`src/rtl/fir_pkg.sv`:
```
`default_nettype none
// ============================================================================
// Module      : fir_pkg
// Description : Shared widths and the round/saturate helper for FIR consumers.
// Revision    : 1.0 - initial release
// ============================================================================
package fir_pkg;

    localparam int FIR_IN_W   = 31;
    localparam int FIR_OUT_W  = 16;
    localparam int FIR_CALC_W = 64;

    typedef struct packed {
        logic                         clip;
        logic signed [FIR_CALC_W-1:0] value;
    } sat_res_t;

    // Round-half-up then clip to a signed out_w range. The caller keeps the
    // low out_w bits of value; the sign-extended input must be narrower than
    // FIR_CALC_W so the rounding add cannot wrap.
    function automatic sat_res_t sat_round(
        input logic signed [FIR_CALC_W-1:0] value,
        input int unsigned                  shift,
        input int unsigned                  out_w
    );
        logic signed [FIR_CALC_W-1:0] rnd;
        logic signed [FIR_CALC_W-1:0] hi;
        logic signed [FIR_CALC_W-1:0] lo;
        sat_res_t                     res;
        rnd = (value + (64'sd1 <<< (shift - 1))) >>> shift;
        hi  = (64'sd1 <<< (out_w - 1)) - 64'sd1;
        lo  = -(64'sd1 <<< (out_w - 1));
        res.clip  = 1'b0;
        res.value = rnd;
        if (rnd > hi) begin
            res.clip  = 1'b1;
            res.value = hi;
        end else if (rnd < lo) begin
            res.clip  = 1'b1;
            res.value = lo;
        end
        return res;
    endfunction

endpackage
`default_nettype wire

```
`src/rtl/fir_result_reader_fifo.sv`:
```
`default_nettype none
// ============================================================================
// Module      : sync_fifo_fwft
// Description : First-word-fall-through FIFO with push-on-full-when-popping.
// Revision    : 1.0 - initial release
// ============================================================================
module sync_fifo_fwft #(
    parameter int WIDTH = 16,
    parameter int DEPTH = 8
) (
    input  logic                       i_clk,
    input  logic                       i_reset,
    input  logic                       i_push,
    input  logic [WIDTH-1:0]           i_push_data,
    input  logic                       i_pop,
    output logic [WIDTH-1:0]           o_rd_data,
    output logic                       o_rd_valid,
    output logic [$clog2(DEPTH):0]     o_count,
    output logic [$clog2(DEPTH):0]     o_count_next,
    output logic                       o_drop
);

    localparam int PW = $clog2(DEPTH);
    localparam int CW = PW + 1;

    logic [WIDTH-1:0] r_mem [DEPTH];
    logic [PW-1:0]    r_wr_ptr;
    logic [PW-1:0]    r_rd_ptr;
    logic [CW-1:0]    r_count;
    logic [CW-1:0]    w_count_next;
    logic             w_full;
    logic             w_empty;
    logic             w_pop;
    logic             w_push_ok;

    assign w_full    = (r_count == CW'(DEPTH));
    assign w_empty   = (r_count == '0);
    assign w_pop     = i_pop & ~w_empty;
    // A pop in the same cycle frees the slot the push lands in.
    assign w_push_ok = i_push & (~w_full | w_pop);

    always_comb begin
        w_count_next = r_count;
        case ({w_push_ok, w_pop})
            2'b10:   w_count_next = r_count + CW'(1);
            2'b01:   w_count_next = r_count - CW'(1);
            default: w_count_next = r_count;
        endcase
    end

    always_ff @(posedge i_clk) begin
        if (i_reset) begin
            r_wr_ptr <= '0;
            r_rd_ptr <= '0;
            r_count  <= '0;
        end else begin
            r_count <= w_count_next;
            if (w_push_ok) r_wr_ptr <= r_wr_ptr + PW'(1);
            if (w_pop)     r_rd_ptr <= r_rd_ptr + PW'(1);
        end
    end

    always_ff @(posedge i_clk) begin
        if (w_push_ok) r_mem[r_wr_ptr] <= i_push_data;
    end

    assign o_rd_data    = w_empty ? '0 : r_mem[r_rd_ptr];
    assign o_rd_valid   = ~w_empty;
    assign o_count      = r_count;
    assign o_count_next = w_count_next;
    assign o_drop       = i_push & w_full & ~w_pop;

endmodule
`default_nettype wire

```
`src/rtl/fir_result_reader.sv`:
```
`default_nettype none
// ============================================================================
// Module      : fir_result_reader
// Description : Rounds/saturates FIR results, buffers them, back-pressures FIR.
// Revision    : 1.0 - initial release
// ============================================================================
module fir_result_reader
    import fir_pkg::*;
#(
    parameter int IN_W  = FIR_IN_W,
    parameter int OUT_W = FIR_OUT_W,
    parameter int SHIFT = 11,
    parameter int DEPTH = 8
) (
    input  logic                     i_clk,
    input  logic                     i_reset,
    input  logic [IN_W-1:0]          i_result,
    input  logic                     i_data_valid,
    output logic                     o_ce,
    output logic [OUT_W-1:0]         o_rd_data,
    output logic                     o_rd_valid,
    input  logic                     i_rd_ready,
    output logic [$clog2(DEPTH):0]   o_count,
    output logic                     o_sat,
    output logic                     o_overflow,
    input  logic                     i_clr_flags
);

    localparam int              CW          = $clog2(DEPTH) + 1;
    localparam logic [CW-1:0]   C_CE_THRESH = CW'(DEPTH - 3);

    logic signed [FIR_CALC_W-1:0] w_ext;
    sat_res_t                     w_conv;
    logic                         w_unused;
    logic [OUT_W-1:0]             r_s1_data;
    logic                         r_s1_valid;
    logic                         r_ce;
    logic                         r_sat;
    logic                         r_overflow;
    logic [CW-1:0]                w_count_next;
    logic                         w_drop;

    assign w_ext    = {{(FIR_CALC_W-IN_W){i_result[IN_W-1]}}, i_result};
    assign w_conv   = sat_round(w_ext, SHIFT, OUT_W);
    assign w_unused = ^{w_conv.value[FIR_CALC_W-1:OUT_W]};

    always_ff @(posedge i_clk) begin
        if (i_reset) begin
            r_s1_valid <= 1'b0;
            r_s1_data  <= '0;
            r_sat      <= 1'b0;
            r_overflow <= 1'b0;
            r_ce       <= 1'b1;
        end else begin
            r_s1_valid <= i_data_valid;
            if (i_data_valid) r_s1_data <= w_conv.value[OUT_W-1:0];
            // Set events take priority over a coincident clear.
            r_sat      <= (i_data_valid & w_conv.clip) | (r_sat & ~i_clr_flags);
            r_overflow <= w_drop | (r_overflow & ~i_clr_flags);
            // Headroom for the stage-1 sample plus one late FIR output.
            r_ce       <= (w_count_next <= C_CE_THRESH);
        end
    end

    sync_fifo_fwft #(
        .WIDTH (OUT_W),
        .DEPTH (DEPTH)
    ) u_fifo (
        .i_clk        (i_clk),
        .i_reset      (i_reset),
        .i_push       (r_s1_valid),
        .i_push_data  (r_s1_data),
        .i_pop        (i_rd_ready),
        .o_rd_data    (o_rd_data),
        .o_rd_valid   (o_rd_valid),
        .o_count      (o_count),
        .o_count_next (w_count_next),
        .o_drop       (w_drop)
    );

    assign o_ce       = r_ce;
    assign o_sat      = r_sat;
    assign o_overflow = r_overflow;

endmodule
`default_nettype wire

```
`config.mk`:
```
export PLATFORM = sky130hd
export DESIGN_NAME = fir_result_reader
export DESIGN_NICKNAME = d
export VERILOG_FILES = /design/src/rtl/fir_pkg.sv /design/src/rtl/fir_result_reader_fifo.sv /design/src/rtl/fir_result_reader.sv
export SDC_FILE = /design/constraint.sdc
export NUM_CORES = 1
export LEC_CHECK = 0
export CORE_MARGIN = 3
export CORE_UTILIZATION = 52
export DETAILED_ROUTE_END_ITERATION = 8
export PLACE_DENSITY = 0.73
export SYNTH_ARGS = -nofsm -noshare
export SYNTH_HDL_FRONTEND = slang
export SYNTH_SLANG_ARGS = --single-unit
```
`constraint.sdc`:
```
create_clock -name i_clk -period 2.4 [get_ports i_clk]
set_input_delay 0.24 -clock i_clk [delete_from_list [all_inputs] [get_ports i_clk]]
set_output_delay 0.24 -clock i_clk [all_outputs]
set_load 0.01 [all_outputs]
```
# ---- After elaboration in Yosys (flattened, before gate mapping)
# Memory sizes are Yosys's and may differ from the RTL's. A register that Yosys moved wholly into a read port is not among the register bits.
# Cells that the tools add are included.
dict set report totals {
  ram_bits 128
  elab_cells 43
  mem_count 1
  inputBits 36
  ff_bits 30
  out_inout_bits 24
}
# memory depth width read_ports rd_ports_with_merged_regs wr line_no
set mem_list {}
lappend mem_list {u_fifo.r_mem 8 16 1 1 1 fir_result_reader_fifo.sv:26} ;# logic [WIDTH-1:0] r_mem [DEPTH];
dict set report op_classes {
  n_reduce_logical 1
  addsub 5
  eq_ne 3
  mux 8
  order_cmp 3
  bitwise_logic 14
}
# op count
set op_table {}
lappend op_table {{65-bit 2-to-1 mux} 2}
lappend op_table {{31-bit by 12-bit adder with 32-bit output, second input constant} 1}
lappend op_table {{21-bit by 16-bit greater-than comparator with 1-bit output, second input constant} 1}
lappend op_table {{21-bit by 16-bit < comparator with 1-bit output, second input constant} 1}
lappend op_table {{16-bit 2-to-1 mux} 1}
lappend op_table {{4-bit case mux with 2 select lines} 1}
lappend op_table {{1-bit bitwise AND} 7}
lappend op_table {{3-bit by 1-bit adder with 3-bit output, second input constant} 2}
lappend op_table {{3-bit 2-to-1 mux} 2}
lappend op_table {{4-bit by 1-bit adder with 4-bit output, second input constant} 1}
lappend op_table {{4-bit == test, second input constant} 1}
lappend op_table {{4-bit by 3-bit less-or-equal comparator with 1-bit output, second input constant} 1}
lappend op_table {{4-bit logical NOT} 1}
lappend op_table {{1-bit NOT} 4}
lappend op_table {{4-bit by 1-bit subtractor with 4-bit output, second input constant} 1}
lappend op_table {{1-bit OR} 3}
lappend op_table {{2-bit by 1-bit == test with 1-bit output, second input constant} 1}
lappend op_table {{2-bit == test, second input constant} 1}
lappend op_table {{1-bit 2-to-1 mux} 2}

# ---- Longest topological paths before layout
# Gate-level depths: netlist of the first run.
dict set report depth {
  word_depth 8
  depth_mapped 12
  depth_no_buf 12
}

# ---- Cells and area by module
# A second synthesis of the first run with hierarchy kept.
dict set report hier_totals {
  cells_unflattened 430
  hier_area_um2 6847.8
}
# module cells_each area_per_inst_um2 n_inst seq_area_each_um2
set by_module_without_submodules {}
lappend by_module_without_submodules {sync_fifo_fwft 293 5619.1 1 4103.9}
lappend by_module_without_submodules {fir_result_reader 137 1228.7 1 400.4}

# ---- Worst setup path after synthesis of the first run
# No wires, ideal clock.
dict set report synth_path {
  path_type {reg-to-reg}
  from {register u_fifo.r_count[1] (netlist: u_fifo.o_count[1])}
  to {register r_ce (netlist: o_ce)}
  arrival_ps 2577
  path_stages_with_launch 11
  setup_slack_ps -297
  n_path_buf 0
  period_less_slack_ps 2697
  t_required_ps 2280
  setup_ps 120
  cell_sequence {dfxtp_1 > nor4_2 > nor2b_1 > ha_1 > ha_1 > a21o_1 > a21oi_1 > xor2_1 > or3_1 > a21oi_1 > a21oi_1}
}
dict set report synth_between {
  elab_chain_cells 8
  elab_cells_between_ends 13
  classes_between {add/sub (2); order compare (1); eq/ne (3); mux (1); bitwise (5); reduce/logical (1)}
}
# item line_no
set synth_lines {}
lappend synth_lines {{start, declared} fir_result_reader_fifo.sv:29} ;# logic [CW-1:0] r_count;
lappend synth_lines {{start signal, assigned} fir_result_reader_fifo.sv:57} ;# r_count <= w_count_next;
lappend synth_lines {{4-bit logical NOT} fir_result_reader_fifo.sv:37} ;# assign w_empty = (r_count == '0);
lappend synth_lines {{1-bit NOT} fir_result_reader_fifo.sv:38} ;# assign w_pop = i_pop & ~w_empty;
lappend synth_lines {{1-bit bitwise AND} fir_result_reader_fifo.sv:38}
lappend synth_lines {{1-bit OR} fir_result_reader_fifo.sv:40} ;# assign w_push_ok = i_push & (~w_full | w_pop);
lappend synth_lines {{1-bit bitwise AND} fir_result_reader_fifo.sv:40}
lappend synth_lines {{2-bit by 1-bit == test with 1-bit output or 2-bit == test (tied branches)} fir_result_reader_fifo.sv:44} ;# case ({w_push_ok, w_pop})
lappend synth_lines {{4-bit case mux with 2 select lines (*)} fir_result_reader_fifo.sv:44}
lappend synth_lines {{4-bit by 3-bit less-or-equal comparator with 1-bit output (*)} fir_result_reader.sv:61} ;# r_ce <= (w_count_next <= C_CE_THRESH);
lappend synth_lines {{end signal, assigned} fir_result_reader.sv:61}
lappend synth_lines {{end, declared} fir_result_reader.sv:37} ;# logic r_ce;
# Every way passes the cells marked *; elsewhere a longest branch is shown, timed or not.
# A chain may end at the register's enable or synchronous reset.

# ---- Final worst setup path of the first run
dict set report layout_path {
  from {register u_fifo.r_count[0] (netlist: u_fifo.o_count[0])}
  to {register r_ce (netlist: o_ce)}
}
# Same word-level chain as after synthesis.

==> results of run 1 <==
==> registers in the layout, summed over array words and instances, names as in the netlist, 3 cells and up, named ones only <==
name,cells
u_fifo.r_mem,128
r_s1_data,16
u_fifo.o_count,4
u_fifo.r_rd_ptr,3
u_fifo.r_wr_ptr,3
==> path summary, 6_finish.rpt <==
kind                                         from                               to  slack [ns]
setup / recovery     u_fifo.o_count[0]$_SDFF_PP0_                  o_ce$_SDFF_PP1_         0.1
hold / removal    u_fifo.r_wr_ptr[0]$_SDFFE_PP0P_  u_fifo.r_wr_ptr[0]$_SDFFE_PP0P_        0.49
setup reg to reg     u_fifo.o_count[0]$_SDFF_PP0_                  o_ce$_SDFF_PP1_         0.1
hold reg to reg   u_fifo.r_wr_ptr[0]$_SDFFE_PP0P_  u_fifo.r_wr_ptr[0]$_SDFFE_PP0P_        0.49
==> cell type report <==
cell class              instances  area [um2]  share of cell area
clock buffers                  22         518              0.0594
clock inverters                10        72.6             0.00832
inverters                       7        26.3             0.00301
multi-input cells             266        2380               0.273
flip-flops and latches        161        4510               0.517
well taps                     172         215              0.0247
repair buffers                108         996               0.114
==> cells by family after synthesis <==
kind of cell	Yosys count
DFF	161
and+or+nand+nor	146
muxes	53
AOI/OAI and AO/OA	40
buffers and inverters	32
xor gates and xnor gates	20
adders and majority gates	7
==> through the flow <==
stage                     power [mW]  worst slack (ns)  instance area (um2)  TNS (ns)  cells
after floorplan                 4.51           -0.0527                 7000   -0.0527    459
after global placement          5.39            -0.115                 8010    -0.783    709
after detailed placement        5.47            -0.233                 8010     -1.71    709
after CTS                       7.95            -0.108                 8610    -0.108    741
after global routing            8.41           -0.0236                 8720   -0.0362    746
final                           8.02            0.0972                 8720         0    746
==> power groups by stage <==
stage,Clock (mW),Sequential (mW),Combinational [mW]
floorplan,0,3.29,1.21
global placement,0,3.28,2.12
detailed placement,0,3.29,2.18
CTS,2.60,3.24,2.10
global route,2.73,3.26,2.42
finish,2.56,3.25,2.22
==> placed cells by master (no fill, tap or decap), drive strengths merged, types with 10 or more instances in the layout <==
cell type	synthesis	layout
dlygate4sd2	0	15
mux4	32	32
dfxtp	33	33
nor4	13	13
nor2	53	53
clkbuf	11	22
nand2	23	23
edfxtp	128	128
nand3	19	19
buf	12	59
clkdlybuf4s50	0	33
o21ai	15	15
mux2i	19	19
xor2	15	15
nand4	10	10
==> timing repair <==
action / 4_1_cts / 5_1_grt
hold buffers: 0 / 0
gates cloned: 0 / 0
pin swaps: 1 / 11
buffers inserted: 0 / 6
resized for setup: 22 / 12
setup endpoints to repair: 17 / 6
==> worst max-delay path, stage by stage, from the launching register on <==
cell and delay [ns]:
dfxtp_2 0.33, buf_6 0.12, nor4_4 0.25, nor2b_2 0.10, ha_4 0.19, buf_4 0.14, ha_4 0.27, a21oi_2 0.05
xor2_1 0.17, or3_1 0.36, a21oi_2 0.17, a21oi_2 0.04
==> layer usage <==
layer,track usage,share of wire
met1,0.254,0.42
met4,0.0567,0.0062
met2,0.346,0.54
met3,0.0362,0.040
met5,0,0
==> flow_summary.toml, run 1 <==
[floorplan]
die-width_um = 122
die_h_um = 122
pin_count = 60
die-area_um2 = 14800
rows = 41
core_um2 = 12900
start_util = 0.542

[global_routing]
grt_use_total = 0.198
grt_overflow = 0
grt_pass1_vias = 4262
antenna_found_initial = 0
grt_max_degree = 33
grt_pass1_wl_um = 22100

[placed_design]
portBuffers = 49
place_hpwl_um = 8820
routabilityCongestion = 0.915

[layout]
postLayoutCoreUtil = 0.677
diodes = 0
nFillCells = 883
syn_to_final_growth_pct = 25.0
drive_gt1_frac = 0.280
nNetsFinal = 604

[yosys]
synth_top_family_by_area = "multiplexers"
synth_common_cells = "edfxtp_1, nor2_1, dfxtp_1, mux4_2, nand2_1"
synth_cell_types = 56
synthesis.nets = 502
synth-seq-area-share = 0.646
yosysMostFrequentCell = "edfxtp_1"
syn_area_um2 = 6970
synth-xor-area-share = 0.0262
yosysTopAreaCellShare = 0.551
synth_warnings = 0
synthMuxAreaShare = 0.134
yosysTopAreaCell = "edfxtp_1"
synthAdderAreaFrac = 0.0136
synth_area_leaders = "edfxtp_1, mux4_2, dfxtp_1"
synth_cells = 459
synth.avg_cell_area_um2 = 15.2
synth_compound_area_frac = 0.0386
synth_edf_count = 128
ys_dominant_reg_cell = "edfxtp_1"
ys_async_sr_fraction = 0
ys_ff_latch = 161
yosys.area_share.simple = 0.117

[setup_path]
path_max_fanout = 4
critPathLaunchType = "register"
criticalPathCategory = "register to register"
end_kind = "register"
reg2reg_depth = 11
critical_path_arrival_ns = 2.60
worstPathRequired_ns = 2.70

[power]
p_sw_mw = 2.14
p_clk_frac = 0.319
p_int_mw = 5.88
switching_share = 0.267
power_leakage_nw = 3.00
seq_power_share = 0.405
vdd_drop_max_uv = 550
powerDensity_nw_per_um2 = 920
p_comb_frac = 0.276

[sta]
relSlewSlack = 0.545
hold_ws_ns = 0.492
worst_slew_pin_slew_ns = 0.681
setup_viol = 0
fin_crit_sh = 0.960
slew_violations = 0
max_freq_ghz = 0.434
fin_crit_ns = 2.30
hold_viol = 0
rsz0062_at_grt = "true"
skew_ns = 0.00884

[routing]
num_vias = 4160
drc = 0
routed_wl_um = 13800
avgRoutedWirePerCell_um = 18.5
firstDrtPassIters = 4
via_per_inst = 5.58
dr.first_iter.drc_count = 309
drtAntennaViolNets = 0

[status]
status = "finished clean"

[cts]
cts_max_level = 4
cts_tree = "yes"
clock_path_buffers = 2
insertion_delay_ns = 0.41
cts_made_buffers = 17
clkTransAtPathRegs_ns = 0.06
cts-root-buf = "clkbuf_16"
clock-sinks = 161

[job]
drv_cap = 0

[hold_path]
min_path_type = "register to register"
holdPathStages = 2
Note: power is estimated with default switching activity, not from simulation.
==> run 2, diff against run 1 <==
--- a/config.mk
+++ b/config.mk
@@ -5,10 +5,12 @@
 export SDC_FILE = /design/constraint.sdc
 export NUM_CORES = 1
 export LEC_CHECK = 0
+export ABC_AREA = 1
 export CORE_MARGIN = 3
 export CORE_UTILIZATION = 52
 export DETAILED_ROUTE_END_ITERATION = 8
 export PLACE_DENSITY = 0.73
+export RECOVER_POWER = 25
 export SYNTH_ARGS = -nofsm -noshare
 export SYNTH_HDL_FRONTEND = slang
 export SYNTH_SLANG_ARGS = --single-unit
==> run 2 against run 1 <==
Against the previous run:
- register-to-register slack improved by 0.20 ns
- worst hold slack got worse by 0.026 ns
- critical endpoint is now o_rd_data[13]
- area after synthesis increased by 0.34%
- clock power increased by 14%
- highest routed layer unchanged
- worst setup slack got worse by 0.010 ns
- first-iteration DRC count increased by 26%
==> flow_summary.toml, run 2 <==
[floorplan]
die-width_um = 122
pin_count = 60
start_util = 0.543
die_h_um = 122
rows = 41
die-area_um2 = 14900
core_um2 = 12900

[routing]
routed_wl_um = 15200
drtAntennaViolNets = 0
dr.first_iter.drc_count = 390
drc = 0
num_vias = 5021
via_per_inst = 5.49
avgRoutedWirePerCell_um = 16.7
firstDrtPassIters = 5

[setup_path]
worstPathRequired_ns = 2.16
r2r_slack_ns = 0.30
critPathLaunchType = "register"
path_max_fanout = 32
critical_path_arrival_ns = 2.07
criticalPathCategory = "register to output pin"
timing.rr.start = "u_fifo.o_count[1]$_SDFF_PP0_"
reg2reg_to = "o_ce$_SDFF_PP1_"
end_kind = "output pin"
reg2reg_depth = 13

[yosys]
synthesis.nets = 702
synth_edf_count = 128
yosysTopAreaCellShare = 0.549
synth-seq-area-share = 0.644
synth.avg_cell_area_um2 = 10.6
synth_area_leaders = "edfxtp_1, dfxtp_1, o21ai_0"
synth_cell_types = 37
ys_dominant_reg_cell = "edfxtp_1"
synth_cells = 659
yosysMostFrequentCell = "nor2_1"
ys_async_sr_fraction = 0
yosysTopAreaCell = "edfxtp_1"
synth_common_cells = "nor2_1, edfxtp_1, o21ai_0, nand2_1, inv_1"
synth_warnings = 0
syn_area_um2 = 7000
ys_ff_latch = 161

[sta]
fin_crit_ns = 2.31
tns_ns = 0
setup_viol = 0
skew_ns = 0.00942
worst_slew_pin_slew_ns = 0.566
hold_viol = 0
relSlewSlack = 0.622
fin_crit_sh = 0.964
slew_violations = 0
max_freq_ghz = 0.432
rsz0062_at_grt = "false"

[layout]
postLayoutCoreUtil = 0.667
fin_area_um2 = 8580
largest_reg_flops = 128
diodes = 0
instances_no_fill = 915
layout_common_cells = "nor2_1, edfxtp_1, o21ai_0"
drive_gt1_frac = 0.147
top_register = "u_fifo.r_mem"
final_common_cell = "nor2_1"
nNetsFinal = 773
syn_to_final_growth_pct = 22.7

[cts]
clock_path_buffers = 2
cts_max_level = 4
cts_tree = "yes"
clock-sinks = 161
postCtsSetupBuffers = 0
insertion_delay_ns = 0.42
cts-root-buf = "clkbuf_16"
cts_made_buffers = 17
clkTransAtPathRegs_ns = 0.07

[global_routing]
grt_max_degree = 33
grt_overflow = 0
grt_pass1_wl_um = 24500
antenna_found_initial = 0
grt_pass1_vias = 4956
grt_use_total = 0.214

[power]
powerDensity_nw_per_um2 = 1050
total_power_mw = 9.01
power_leakage_nw = 3.23
vdd_drop_max_uv = 440

[hold_path]
min_to = "u_fifo.r_rd_ptr[2]$_SDFFE_PP0N_"
holdPathStages = 2
hold_path.startpoint = "u_fifo.r_rd_ptr[2]$_SDFFE_PP0N_"
min_path_type = "register to register"

[job]
drv_cap = 0

[placed_design]
routabilityCongestion = 0.818
dpl_cell_area_um2 = 7870
post-place-cells = 882
portBuffers = 49
place_hpwl_um = 9800

[status]
status = "finished clean"
run 2: cell type report:
type | count | area, um2
clock inverters | 15 | 219
repair buffers | 81 | 837
clock buffers | 17 | 425
flip-flops and latches | 161 | 4510
well taps | 172 | 215
fillers | 973 | 4290
multi-input cells | 423 | 2200
inverters | 46 | 174
run 2: stage by stage:
stage	hold WS (ns)	setup WS [ns]
after CTS	0.469	0.00931
after floorplan	0.412	0.163
after global placement	0.448	0.0232
final	0.466	0.0871
after detailed placement	0.456	-0.00699
after global routing	0.487	0.0342
run 2: cell families after synthesis:
logic type | Yosys count | share of synthesized area
adders and majority gates | 7 | 0.0136
and+or+nand+nor | 233 | 0.146
DFF | 161 | 0.644
AOI/OAI and AO/OA | 168 | 0.135
buffers and inverters | 75 | 0.0429
xor gates and xnor gates | 15 | 0.0188
run 2: how the worst max path moves through the flow:
stage	cells after the start	endpoint	slack, ns	startpoint
global placement	13	o_ce$_SDFF_PP1_	0.02	i_rd_ready
detailed placement	13	o_ce$_SDFF_PP1_	-0.007	i_rd_ready
floorplan	13	o_ce$_SDFF_PP1_	0.16	u_fifo.o_count[0]$_SDFF_PP0_
finish	7	o_rd_data[13]	0.09	register
global route	7	o_rd_data[9]	0.03	register
CTS	9	o_rd_data[12]	0.009	u_fifo.o_count[0]$_SDFF_PP0_
run 2: critical path, stage by stage (launching register included):
cell           delay [ns]
dfxtp_4              0.42
clkinv_2             0.12
buf_12               0.18
o21ai_0              0.21
o22ai_1              0.12
o21ai_0              0.24
a31oi_1              0.07
dlygate4sd2_1        0.30
run 2: layer usage:
metal | wire [um] | GRT usage | part of all wire
met4 | 296 | 0.0749 | 0.019
met2 | 7810 | 0.379 | 0.51
met3 | 986 | 0.0418 | 0.065
met5 | 0 | 0 | 0
met1 | 6150 | 0.260 | 0.40
run 2: power breakdown:
group / total (mW) / internal [mW] / switching, mW / leakage, nW
Combinational: 2.78 / 1.23 / 1.55 / 1.47
Clock: 2.91 / 1.78 / 1.13 / 0.310
Sequential: 3.32 / 3.17 / 0.144 / 1.45
Total: 9.01 / 6.18 / 2.83 / 3.23
run 2: repair_timing:
action,4_1_cts,5_1_grt
pin swaps,1,0
setup endpoints to repair,16,3
gates resized for setup,28,7
hold buffers,0,0
gates cloned,1,0
